[config.mk]
export PLATFORM = sky130hd
export DESIGN_NAME = maze_walker_param
export DESIGN_NICKNAME = d
export VERILOG_FILES = /design/src/rtl/maze_pkg.sv /design/src/rtl/maze_cell.sv /design/src/rtl/maze_walker_param.sv
export SDC_FILE = /design/constraint.sdc
export NUM_CORES = 2
export LEC_CHECK = 0
export BUFFER_PORTS_ARGS = -buffer_cell sky130_fd_sc_hd__buf_2
export CAP_MARGIN = 20
export CORE_ASPECT_RATIO = 0.9
export CORE_MARGIN = 8
export CORE_UTILIZATION = 50
export DETAILED_ROUTE_END_ITERATION = 8
export PLACE_DENSITY = 0.72
export SYNTH_ARGS = -nofsm -noshare
export SYNTH_HDL_FRONTEND = slang
export SYNTH_SLANG_ARGS = --single-unit
[constraint.sdc]
create_clock -name clk -period 10.51 [get_ports clk]
set_input_delay 2.6275 -clock clk [delete_from_list [all_inputs] [get_ports clk]]
set_output_delay 2.6275 -clock clk [all_outputs]
set_load 0.01 [all_outputs]
[src/rtl/maze_pkg.sv]
// Shared types for the parametrised maze walker: cell codes, headings, FSM states
// and the heading/passability helpers used by the walker.
package maze_pkg;

  typedef enum logic [1:0] {
    CELL_PATH    = 2'd0,
    CELL_WALL    = 2'd1,
    CELL_SWORD   = 2'd2,
    CELL_MONSTER = 2'd3
  } cell_t;

  typedef enum logic [1:0] {
    DIR_R = 2'd0,
    DIR_D = 2'd1,
    DIR_L = 2'd2,
    DIR_U = 2'd3
  } dir_t;

  typedef enum logic [2:0] {
    ST_IDLE,
    ST_LOAD,
    ST_FILL,
    ST_WALK,
    ST_DONE
  } state_t;

  // Headings are ordered clockwise, so a right turn is +1 and a left turn is -1.
  function automatic dir_t turn_r(dir_t d);
    return dir_t'(d + 2'd1);
  endfunction

  function automatic dir_t turn_l(dir_t d);
    return dir_t'(d - 2'd1);
  endfunction

  function automatic logic passable(logic [1:0] code, logic sword);
    return (code == CELL_PATH) || (code == CELL_SWORD) ||
           ((code == CELL_MONSTER) && sword);
  endfunction

endpackage

[src/rtl/maze_cell.sv]
// One maze cell: holds its 2-bit code, flags itself as a dead end during fill
// and turns into a wall when the fill step is enabled.
module maze_cell
  import maze_pkg::*;
(
  input  logic       clk,
  input  logic       rst,
  input  logic       load_en,
  input  logic [1:0] in,
  input  logic       fill_en,
  input  logic       clear,
  input  logic [1:0] nbr_r,
  input  logic [1:0] nbr_d,
  input  logic [1:0] nbr_l,
  input  logic [1:0] nbr_u,
  input  logic [3:0] edge_mask,
  input  logic       is_endpoint,
  output logic [1:0] code,
  output logic       changed
);

  logic [3:0] blocked;
  logic [2:0] n_blocked;

  always_comb begin
    blocked[0] = edge_mask[0] | (nbr_r == CELL_WALL);
    blocked[1] = edge_mask[1] | (nbr_d == CELL_WALL);
    blocked[2] = edge_mask[2] | (nbr_l == CELL_WALL);
    blocked[3] = edge_mask[3] | (nbr_u == CELL_WALL);
    n_blocked  = 3'(blocked[0]) + 3'(blocked[1]) + 3'(blocked[2]) + 3'(blocked[3]);
    // Swords are never pruned; monsters are, since a dead-end monster is unreachable payoff.
    changed    = !is_endpoint && ((code == CELL_PATH) || (code == CELL_MONSTER)) &&
                 (n_blocked >= 3'd3);
  end

  always_ff @(posedge clk) begin
    if (rst || clear)
      code <= CELL_PATH;
    else if (load_en)
      code <= in;
    else if (fill_en && changed)
      code <= CELL_WALL;
  end

endmodule

[src/rtl/maze_walker_param.sv]
// N x N maze solver: streams the maze in, prunes dead ends in parallel, then
// walks (0,0) -> (N-1,N-1) with a right- or left-hand wall follower, one move per cycle.
//
// state   | meaning
// IDLE    | waiting for the first cell beat of a maze
// LOAD    | writing row-major beats into the cell array
// FILL    | pruning dead ends until a cycle with no change
// WALK    | issuing one registered move per cycle
// DONE    | pulse done/abort, clear cells and walker state
module maze_walker_param
  import maze_pkg::*;
#(
  parameter int N         = 17,
  parameter int MAX_STEPS = 4095,
  parameter int CW        = 12
) (
  input  logic          clk,
  input  logic          rst,
  input  logic          in_valid,
  input  logic [1:0]    in,
  input  logic          hand_sel,
  output logic          out_valid,
  output logic [1:0]    out,
  output logic          done,
  output logic          abort,
  output logic [CW-1:0] step_cnt
);

  localparam int NC = N * N;
  localparam int RW = $clog2(N);
  localparam int IW = $clog2(NC);

  state_t        state, state_nxt;
  logic [RW-1:0] row, col, pos_r, pos_c, nxt_r, nxt_c;
  dir_t          heading, move_dir;
  logic          has_sword, hand, abort_pend;
  logic          load_now, fill_en, clear_all, walk_en, last_beat;
  logic [1:0]    cell_code [NC];
  logic [NC-1:0] changed_vec;
  logic [IW-1:0] idx_here;
  logic [1:0]    nbr_code [4];
  logic [3:0]    pass;
  dir_t          cand [4];
  logic          move_ok, goal_hit, limit_hit;
  logic [1:0]    tgt_code;

  assign last_beat = (row == RW'(N-1)) && (col == RW'(N-1));

  for (genvar r = 0; r < N; r++) begin : g_row
    for (genvar c = 0; c < N; c++) begin : g_col
      localparam int K = r * N + c;
      logic [1:0] nr, nd, nl, nu;
      if (c < N-1) begin : g_r assign nr = cell_code[K+1]; end
      else begin : g_rw assign nr = CELL_WALL; end
      if (r < N-1) begin : g_d assign nd = cell_code[K+N]; end
      else begin : g_dw assign nd = CELL_WALL; end
      if (c > 0) begin : g_l assign nl = cell_code[K-1]; end
      else begin : g_lw assign nl = CELL_WALL; end
      if (r > 0) begin : g_u assign nu = cell_code[K-N]; end
      else begin : g_uw assign nu = CELL_WALL; end

      maze_cell u_cell (
        .clk        (clk),
        .rst        (rst),
        .load_en    (load_now && (row == RW'(r)) && (col == RW'(c))),
        .in         (in),
        .fill_en    (fill_en),
        .clear      (clear_all),
        .nbr_r      (nr),
        .nbr_d      (nd),
        .nbr_l      (nl),
        .nbr_u      (nu),
        .edge_mask  ({(r == 0), (c == 0), (r == N-1), (c == N-1)}),
        .is_endpoint((K == 0) || (K == NC-1)),
        .code       (cell_code[K]),
        .changed    (changed_vec[K])
      );
    end
  end

  always_ff @(posedge clk) begin
    if (rst) state <= ST_IDLE;
    else     state <= state_nxt;
  end

  always_comb begin
    state_nxt = state;
    case (state)
      ST_IDLE: if (in_valid) state_nxt = ST_LOAD;
      ST_LOAD: if (in_valid && last_beat) state_nxt = ST_FILL;
      ST_FILL: if (!(|changed_vec)) state_nxt = ST_WALK;
      ST_WALK: if (!move_ok || goal_hit || limit_hit) state_nxt = ST_DONE;
      ST_DONE: state_nxt = ST_IDLE;
      default: state_nxt = ST_IDLE;
    endcase
  end

  always_comb begin
    load_now  = 1'b0;
    fill_en   = 1'b0;
    walk_en   = 1'b0;
    clear_all = 1'b0;
    case (state)
      ST_IDLE, ST_LOAD: load_now = in_valid;
      ST_FILL:          fill_en  = 1'b1;
      ST_WALK:          walk_en  = 1'b1;
      ST_DONE:          clear_all = 1'b1;
      default: ;
    endcase
  end

  // Wall follower: probe four neighbours, pick the first passable one in hand priority.
  always_comb begin
    idx_here = IW'(pos_r) * IW'(N) + IW'(pos_c);
    for (int d = 0; d < 4; d++) nbr_code[d] = CELL_WALL;
    if (pos_c != RW'(N-1)) nbr_code[DIR_R] = cell_code[idx_here + IW'(1)];
    if (pos_r != RW'(N-1)) nbr_code[DIR_D] = cell_code[idx_here + IW'(N)];
    if (pos_c != '0)       nbr_code[DIR_L] = cell_code[idx_here - IW'(1)];
    if (pos_r != '0)       nbr_code[DIR_U] = cell_code[idx_here - IW'(N)];
    for (int d = 0; d < 4; d++) pass[d] = passable(nbr_code[d], has_sword);
    cand[0] = hand ? turn_l(heading) : turn_r(heading);
    cand[1] = heading;
    cand[2] = hand ? turn_r(heading) : turn_l(heading);
    cand[3] = turn_r(turn_r(heading));
    move_ok  = 1'b0;
    move_dir = heading;
    for (int i = 3; i >= 0; i--) begin
      if (pass[cand[i]]) begin
        move_ok  = 1'b1;
        move_dir = cand[i];
      end
    end
    nxt_r = pos_r;
    nxt_c = pos_c;
    case (move_dir)
      DIR_R: nxt_c = pos_c + RW'(1);
      DIR_D: nxt_r = pos_r + RW'(1);
      DIR_L: nxt_c = pos_c - RW'(1);
      DIR_U: nxt_r = pos_r - RW'(1);
      default: ;
    endcase
    tgt_code  = nbr_code[move_dir];
    goal_hit  = move_ok && (nxt_r == RW'(N-1)) && (nxt_c == RW'(N-1));
    limit_hit = move_ok && (step_cnt == CW'(MAX_STEPS-1));
  end

  always_ff @(posedge clk) begin
    if (rst) begin
      out_valid  <= 1'b0;
      out        <= '0;
      done       <= 1'b0;
      abort      <= 1'b0;
      step_cnt   <= '0;
      row        <= '0;
      col        <= '0;
      pos_r      <= '0;
      pos_c      <= '0;
      heading    <= DIR_R;
      has_sword  <= 1'b0;
      hand       <= 1'b0;
      abort_pend <= 1'b0;
    end else begin
      done  <= 1'b0;
      abort <= 1'b0;
      if (load_now) begin
        if (state == ST_IDLE) begin
          hand     <= hand_sel;
          step_cnt <= '0;
        end
        if (col == RW'(N-1)) begin
          col <= '0;
          row <= (row == RW'(N-1)) ? '0 : row + RW'(1);
        end else begin
          col <= col + RW'(1);
        end
      end
      if (walk_en) begin
        if (move_ok) begin
          out_valid <= 1'b1;
          out       <= move_dir;
          pos_r     <= nxt_r;
          pos_c     <= nxt_c;
          heading   <= move_dir;
          step_cnt  <= step_cnt + CW'(1);
          if (tgt_code == CELL_SWORD) has_sword <= 1'b1;
          if (limit_hit && !goal_hit) abort_pend <= 1'b1;
        end else begin
          out_valid  <= 1'b0;
          out        <= '0;
          abort_pend <= 1'b1;
        end
      end
      if (clear_all) begin
        out_valid  <= 1'b0;
        out        <= '0;
        done       <= 1'b1;
        abort      <= abort_pend;
        abort_pend <= 1'b0;
        pos_r      <= '0;
        pos_c      <= '0;
        heading    <= DIR_R;
        has_sword  <= 1'b0;
        row        <= '0;
        col        <= '0;
      end
    end
  end

endmodule

# After elaboration in Yosys (flattened, before gate mapping)
# Index checks and enable logic that the tools add are counted.
dict set report totals {
  ff_bits 623
  latchBits 0
  ramBits 0
  rom_bits 0
  input_bits 6
  output_inout_bits 17
  wordCells 4532
  memories 0
}
dict set report op_classes {
  n_addsub 875
  mul 1
  n_div 0
  n_lt_le_gt_ge 296
  eq_ne 634
  n_shift 0
  muxes 633
  n_bitwise 6
  reduce_logical 1784
}
# operator n
set ops {}
lappend ops {{$add A3 B1 Y3} 541}
lappend ops {{$mux W2} 595}
lappend ops {{$logic_and A1 B1 Y1} 890}
lappend ops {{$ge A3 B2 Y1 const B} 287}
lappend ops {{$eq A2 B2 Y1 const B} 298}
lappend ops {{$logic_not A2 Y1} 292}
lappend ops {{$eq A2 B1 Y1 const B} 290}
lappend ops {{$reduce_bool A2 Y1} 287}
lappend ops {{$add A1 B1 Y2} 255}
lappend ops {{$logic_or A1 B1 Y1} 298}
lappend ops {{$reduce_or A287 Y1} 1}
lappend ops {{$add A3 B1 Y3 const B} 32}
lappend ops {{$eq A5 B4 Y1 const B} 16}
lappend ops {{$bmux W2 S9} 4}
lappend ops {{$mux W12} 4}
lappend ops {{$eq A5 B3 Y1 const B} 8}
lappend ops {{$ge A10 B10 Y1 const B} 4}
lappend ops {{$not A9 Y10} 4}
lappend ops {{$add A1 B1 Y2 const A} 16}
lappend ops {{$add A1 B1 Y2 const B} 15}
lappend ops {{$add A5 B1 Y5 const B} 4}
lappend ops {{$eq A5 B2 Y1 const B} 4}
lappend ops {{$eq A5 B5 Y1 const B} 4}
lappend ops {{$pmux W5 S2} 2}
lappend ops {{other kinds (37)} 78}

# Longest topological paths before layout
dict set report logic_depth {
  ltp_word 26
  mapped_depth 36
  ltp_nobuf 31
}

# Modules after synthesis
# Synthesis repeated with hierarchy kept, for this count alone.
dict set report hier_totals {
  cells_unflattened 9455
  area_unflattened_um2 74403.9
}
# mod n_inst cells_per_inst area_each_um2 seq_area_each_um2
set modules_own_cells {}
lappend modules_own_cells {maze_cell 289 25 201.4 40.0}
lappend modules_own_cells {maze_walker_param 1 2230 16186.8 900.9}

# Worst setup path after synthesis
# No wires, ideal clock.
dict set report synth_path {
  kind {reg-to-reg}
  from {reg pos_c[0]}
  to {reg state[0]}
  setup_ns 0.123
  arrival_time_ns 7.661
  required_ns 10.387
  setup_slack_ns 2.726
  path_stages_with_launch 34
  n_path_buf 6
  period_less_slack_ns 7.784
  path_cell_list {dfxtp_1 ha_1 buf_6 buf_6 inv_2 buf_2 ha_1 xor2_2 buf_6 buf_6 mux4_2 a22oi_1 nand3_1 mux2i_1 o22ai_1 o41a_1 a2bb2o_2 buf_4 a31o_1 a221o_1 mux2_2 nor3_1 ha_1 a21o_1 a21oi_1 xnor2_1 nor4_1 inv_1 o41ai_1 a21oi_1 a2111o_1 and3_4 a311oi_2 mux2_1}
}
dict set report synth_via {
  elab_chain_len 25
  elab_cells_between_ends 85
  classes_between {add/sub (7); eq/ne (15); mux (34); bitwise (4); reduce/logical (25)}
}
# item line
set synth_rtl {}
lappend synth_rtl {{from (decl)} maze_walker_param.sv:34} ;# logic [RW-1:0] row, col, pos_r, pos_c, nxt_r, nxt_c;
lappend synth_rtl {{from (signal assigned)} maze_walker_param.sv:182} ;# pos_c <= nxt_c;
lappend synth_rtl {{$add A9 B5 Y9} maze_walker_param.sv:114} ;# idx_here = IW'(pos_r) * IW'(N) + IW'(pos_c);
lappend synth_rtl {{$add A9 B1 Y9, or another cell as far along} maze_walker_param.sv:116} ;# if (pos_c != RW'(N-1)) nbr_code[DIR_R] = cell_code[idx_here + IW'(1)];
lappend synth_rtl {{$not A9 Y10, on equally long branches} -}
lappend synth_rtl {{$bmux W2 S9, on equally long branches} -}
lappend synth_rtl {{$mux W2, on equally long branches (3 in series)} -}
lappend synth_rtl {{$eq A2 B2 Y1, or another cell as far along} maze_pkg.sv:37} ;# return (code == CELL_PATH) || (code == CELL_SWORD) ||
lappend synth_rtl {{$logic_or A1 B1 Y1 or $logic_and A1 B1 Y1 (tied branches)} {maze_pkg.sv:37, maze_pkg.sv:38}}
lappend synth_rtl {{$logic_or A1 B1 Y1} maze_pkg.sv:37}
lappend synth_rtl {{(+6 left out)} -}
lappend synth_rtl {{$eq A2 B2 Y1 or $eq A2 B1 Y1 (tied branches)} maze_walker_param.sv:135} ;# case (move_dir)
lappend synth_rtl {{$pmux W5 S2} maze_walker_param.sv:135}
lappend synth_rtl {{$eq A5 B5 Y1} maze_walker_param.sv:143} ;# goal_hit = move_ok && (nxt_r == RW'(N-1)) && (nxt_c == RW'(N-1));
lappend synth_rtl {{$logic_and A1 B1 Y1 (2 in series)} maze_walker_param.sv:143}
lappend synth_rtl {{$logic_or A1 B1 Y1} maze_walker_param.sv:92} ;# ST_WALK: if (!move_ok || goal_hit || limit_hit) state_nxt = ST_DONE;
lappend synth_rtl {{$logic_or A1 B1 Y1 (*)} maze_walker_param.sv:92}
lappend synth_rtl {{$ne A2 B2 Y1 (no line) (*)} -}
lappend synth_rtl {{$reduce_and A4 Y1 (no line) (*)} -}
lappend synth_rtl {{to (signal assigned)} maze_walker_param.sv:83} ;# else state <= state_nxt;
lappend synth_rtl {{to (decl)} maze_walker_param.sv:33} ;# state_t state, state_nxt;
# Every way passes the cells marked *; elsewhere a longest branch is shown, timed or not. The select of a mux whose other input is x is not followed.
# A chain may end at the register's enable or synchronous reset.

# Worst setup path in the final report
dict set report layout_path {
  from {reg pos_r[2]}
  to {reg state[0]}
}
dict set report layout_via {
  elab_chain_len 26
  elab_cells_between_ends 86
  classes_between {add/sub (7); mul (1); eq/ne (15); mux (34); bitwise (4); reduce/logical (25)}
}
# item line
set layout_rtl {}
lappend layout_rtl {{from (decl)} maze_walker_param.sv:34}
lappend layout_rtl {{from (signal assigned)} maze_walker_param.sv:181} ;# pos_r <= nxt_r;
lappend layout_rtl {{$mul A5 B5 Y9} maze_walker_param.sv:114}
lappend layout_rtl {{$add A9 B5 Y9} maze_walker_param.sv:114}
lappend layout_rtl {{$add A9 B1 Y9, or another cell as far along} maze_walker_param.sv:116}
lappend layout_rtl {{$not A9 Y10, on equally long branches} -}
lappend layout_rtl {{$bmux W2 S9, on equally long branches} -}
lappend layout_rtl {{$mux W2, on equally long branches (3 in series)} -}
lappend layout_rtl {{$eq A2 B2 Y1, or another cell as far along} maze_pkg.sv:37}
lappend layout_rtl {{$logic_or A1 B1 Y1 or $logic_and A1 B1 Y1 (tied branches)} {maze_pkg.sv:37, maze_pkg.sv:38}}
lappend layout_rtl {{(+7 left out)} -}
lappend layout_rtl {{$eq A2 B2 Y1 or $eq A2 B1 Y1 (tied branches)} maze_walker_param.sv:135}
lappend layout_rtl {{$pmux W5 S2} maze_walker_param.sv:135}
lappend layout_rtl {{$eq A5 B5 Y1} maze_walker_param.sv:143}
lappend layout_rtl {{$logic_and A1 B1 Y1 (2 in series)} maze_walker_param.sv:143}
lappend layout_rtl {{$logic_or A1 B1 Y1} maze_walker_param.sv:92}
lappend layout_rtl {{$logic_or A1 B1 Y1 (*)} maze_walker_param.sv:92}
lappend layout_rtl {{$ne A2 B2 Y1 (no line) (*)} -}
lappend layout_rtl {{$reduce_and A4 Y1 (no line) (*)} -}
# Marks and branches as above.

==> metrics.csv <==
stage,metric,value,unit
run_status,status,"finished, final reports clean",
routing,wl_met2,114000,µm
clock_network,worstSkewPairLatency,0.73,ns
global_routing,grt_pass1_wl,406000,µm
global_routing,gr-total-overflow,0,
routing,wl_met3,42300,µm
setup_path,worst_ep_arrival_time,10.30,ns
timing,rsz0062_at_grt,no,
final_layout,regArea,12500,µm²
synthesis,ys_ff_latch,623,
synthesis,ys.flop_type,dfxtp_1,
setup_path,required,11.11,ns
clock_network,post_cts_buffers,0,
final_layout,instances_no_fill,8378,
clock_network,clk_pin_slew,0.06,ns
worst_hold_path,hold_start,out_valid$_SDFFE_PP0P_,
timing,min_period,9.70,ns
place,place.gp.congestion,1.13,
floorplan,core,117000,µm²
pwr,leakagePower,25.1,nW
routing,detail-route-antenna-nets,0,
global_routing,grt_start_max_net_pins,157,
routing,wl_met1,107000,µm
pwr,ir_worst_vdd,0.123,mV
place,dp_slack,0.925,ns
global_routing,grt_antenna_before_repair,32,
routing,wirelength,294000,µm
routing,via_per_inst,6.70,
place,io_buffers,22,
final_layout,multi_input_area,41100,µm²
timing,tightest_slew,1.35,ns
final_layout,area_growth,8.17,%
synthesis,synth.area.top_cells,"dfxtp_1 (21%), ha_1 (16%), fa_1 (9.8%)",
routing,via_count,56200,
clock_network,cts_hold_buf,0,
timing,fin_crit_sh,0.923,
floorplan,die_x,379,µm
place,hpwlAfterDp,224000,µm
global_routing,track_usage,0.440,
clock_network,cts_made_buffers,78,
floorplan,die_h,343,µm
routing,drt-pass1-iter-count,8,
floorplan,die-area,130000,µm²
synthesis,syn_avg_cell_area,8.67,µm²
setup_path,worstSetupStartpointType,flop,
setup_path,path_max_fanout,15,
synthesis,yosysUniqueCellTypes,107,
synthesis,synth_nets,7903,
global_routing,grt_pass1_vias,52700,
synthesis,async_flop_share,0,
setup_path,worstSetupPathType,flop to flop,
synthesis,synth_area,59200,µm²
timing,clock_skew,0.0463,ns
routing,wl_per_cell,35.1,µm
synthesis,synth_edf_count,0,
timing,holdWs,0.461,ns
synthesis,yosysTopAreaCell,dfxtp_1,
place,placed_area,61200,µm²
routing,routed.top_layer,met5,
floorplan,ios,23,
synthesis,yosysTopAreaCellShare,0.211,
timing,hold_violations,0,
timing,fin_ws,0.809,ns
flow_run,maxCapViolations,0,
setup_path,slowest_stage,fa_1,
synthesis,yosys_warnings,0,
setup_path,ff2ff_setup_slack,0.81,ns
setup_path,cp-end-kind,flop,
synthesis,seq_area_frac_synth,0.211,
timing,drv_slew,0,
clock_network,cts-htree-levels,3,
floorplan,start_util,0.505,
worst_hold_path,hp-class,flop to flop,
final_layout,n_fill_cell,10800,
setup_path,timing.rr.start,pos_r[2]$_SDFFE_PP0P_,
pwr,power_density,106,nW/µm²
timing,tns,0,ns
clock_network,cts_root_buf,clkbuf_16,
routing,drt_iter0_markers,7504,
floorplan,rows,119,
clock_network,cts_tree,done,
timing,clock.fmax,103,MHz
routing,drc,0,
clock_network,cts_buffer_depth,3,
timing,setup_violations,0,
setup_path,cpPeakStageDelay,1.05,ns
synthesis,postSynthCellCount,6835,
setup_path,critPathLaunch,pos_r[2]$_SDFFE_PP0P_,
final_layout,drive_above_1_share,0.163,
place,dp_cells,8197,
clock_network,clock_sinks,623,
final_layout,nets,7781,
clock_network,cts_resized,0,
final_layout,fin_area,64100,µm²
timing,slew-limit-headroom,0.0918,
flip-flops by register name (all words and copies together) (netlist names):
signal and cells:
row 5, step_cnt 12, g_row.g_col.u_cell.code 578, col 5, heading 2, out_valid 1, abort_pend 1, done 1
hand 1, has_sword 1, pos_c 5, state 3, pos_r 5, abort 1, out 2
layout by cell type, fill, tap and decap left out, types with 27 or more instances in the layout:
master / netlist / layout
a21oi_1: 353 / 352
nand2_1: 516 / 515
nor2_1: 254 / 238
and3_1: 45 / 45
buf_4: 24 / 170
mux2i_1: 254 / 250
o221a_2: 244 / 244
dfxtp_1: 623 / 623
fa_1: 289 / 289
mux4_2: 111 / 111
nor2b_1: 253 / 253
nor3_1: 72 / 67
nand3_1: 114 / 114
nor4_1: 39 / 38
o211ai_1: 32 / 32
nand2b_1: 51 / 50
a22oi_1: 32 / 32
inv_1: 1064 / 1063
mux2_2: 75 / 75
ha_1: 773 / 771
o22ai_1: 256 / 256
o21ai_0: 272 / 251
clkbuf_16: 0 / 79
or2_2: 261 / 261
diode_2: 0 / 27
nand4_1: 94 / 94
critical path, delay by kind of cell (launching register included):
| kind | cells | cell delay (ns) |
|---|---|---|
| AOI/OAI and AO/OA | 7 | 1.57 |
| adders and majority gates | 5 | 2.28 |
| buffers and inverters | 3 | 0.58 |
| DFF | 1 | 0.44 |
| muxes | 5 | 2.45 |
| and+or+nand+nor | 9 | 2.23 |
per-layer routing:
layer / vias to the layer above / GRT usage
li1: 23500 / -
met1: 27400 / 0.536
met2: 4145 / 0.601
met3: 1087 / 0.187
met4: 14 / 0.352
met5: - / 0.00259
synthesized netlist by cell type, drive strengths merged (79+ instances only):
library cell	number
mux4	111
nand4	94
nor2	255
nand3	115
o221a	244
clkbuf	284
mux2	79
or2	267
fa	289
mux2i	254
a21oi	353
ha	773
o21ai	274
buf	128
nor2b	253
inv	1066
dfxtp	623
nand2	517
o22ai	256
path summary, 6_finish.rpt:
path	depth (start not counted)	end
max	29	state[0]$_SDFFE_PP0P_
min	2	out_valid$_SDFFE_PP0P_
max reg2reg	29	state[0]$_SDFFE_PP0P_
min reg2reg	2	out_valid$_SDFFE_PP0P_
metrics by stage:
| step | utilization | total power (W) |
|---|---|---|
| after floorplan | - | 0.00332 |
| after global placement | 0.521 | 0.00383 |
| after detailed placement | 0.521 | 0.00382 |
| after CTS | 0.545 | 0.00672 |
| after global routing | 0.546 | 0.00688 |
| final | 0.546 | 0.00679 |
power breakdown:
part	switching [W]	internal, W	total (W)
Combinational	0.00105	0.000385	0.00144
Sequential	0.0000215	0.00237	0.00239
Clock	0.00127	0.00170	0.00296
final cells by class:
cell class              instances  share of cell area
clock buffers                 118              0.0364
diodes                         27             0.00105
clock inverters                27             0.00631
multi-input cells            4734               0.642
flip-flops and latches        623               0.195
inverters                    1066              0.0624
well taps                    1573              0.0307
repair buffers                210              0.0265
cells by family (layout without fill, tap and decap cells):
family / count (synthesis) / after routing / synth area share
AOI/OAI and AO/OA: 1407 / 1407 / 0.166
xor gates and xnor gates: 49 / 49 / 0.00969
adders and majority gates: 1062 / 1062 / 0.261
buffers and inverters: 1478 / 1421 / 0.0999
DFF: 623 / 623 / 0.211
muxes: 444 / 444 / 0.100
other: 0 / 27 / 0
and+or+nand+nor: 1772 / 1772 / 0.152
Power figures use the tool's default switching activity.
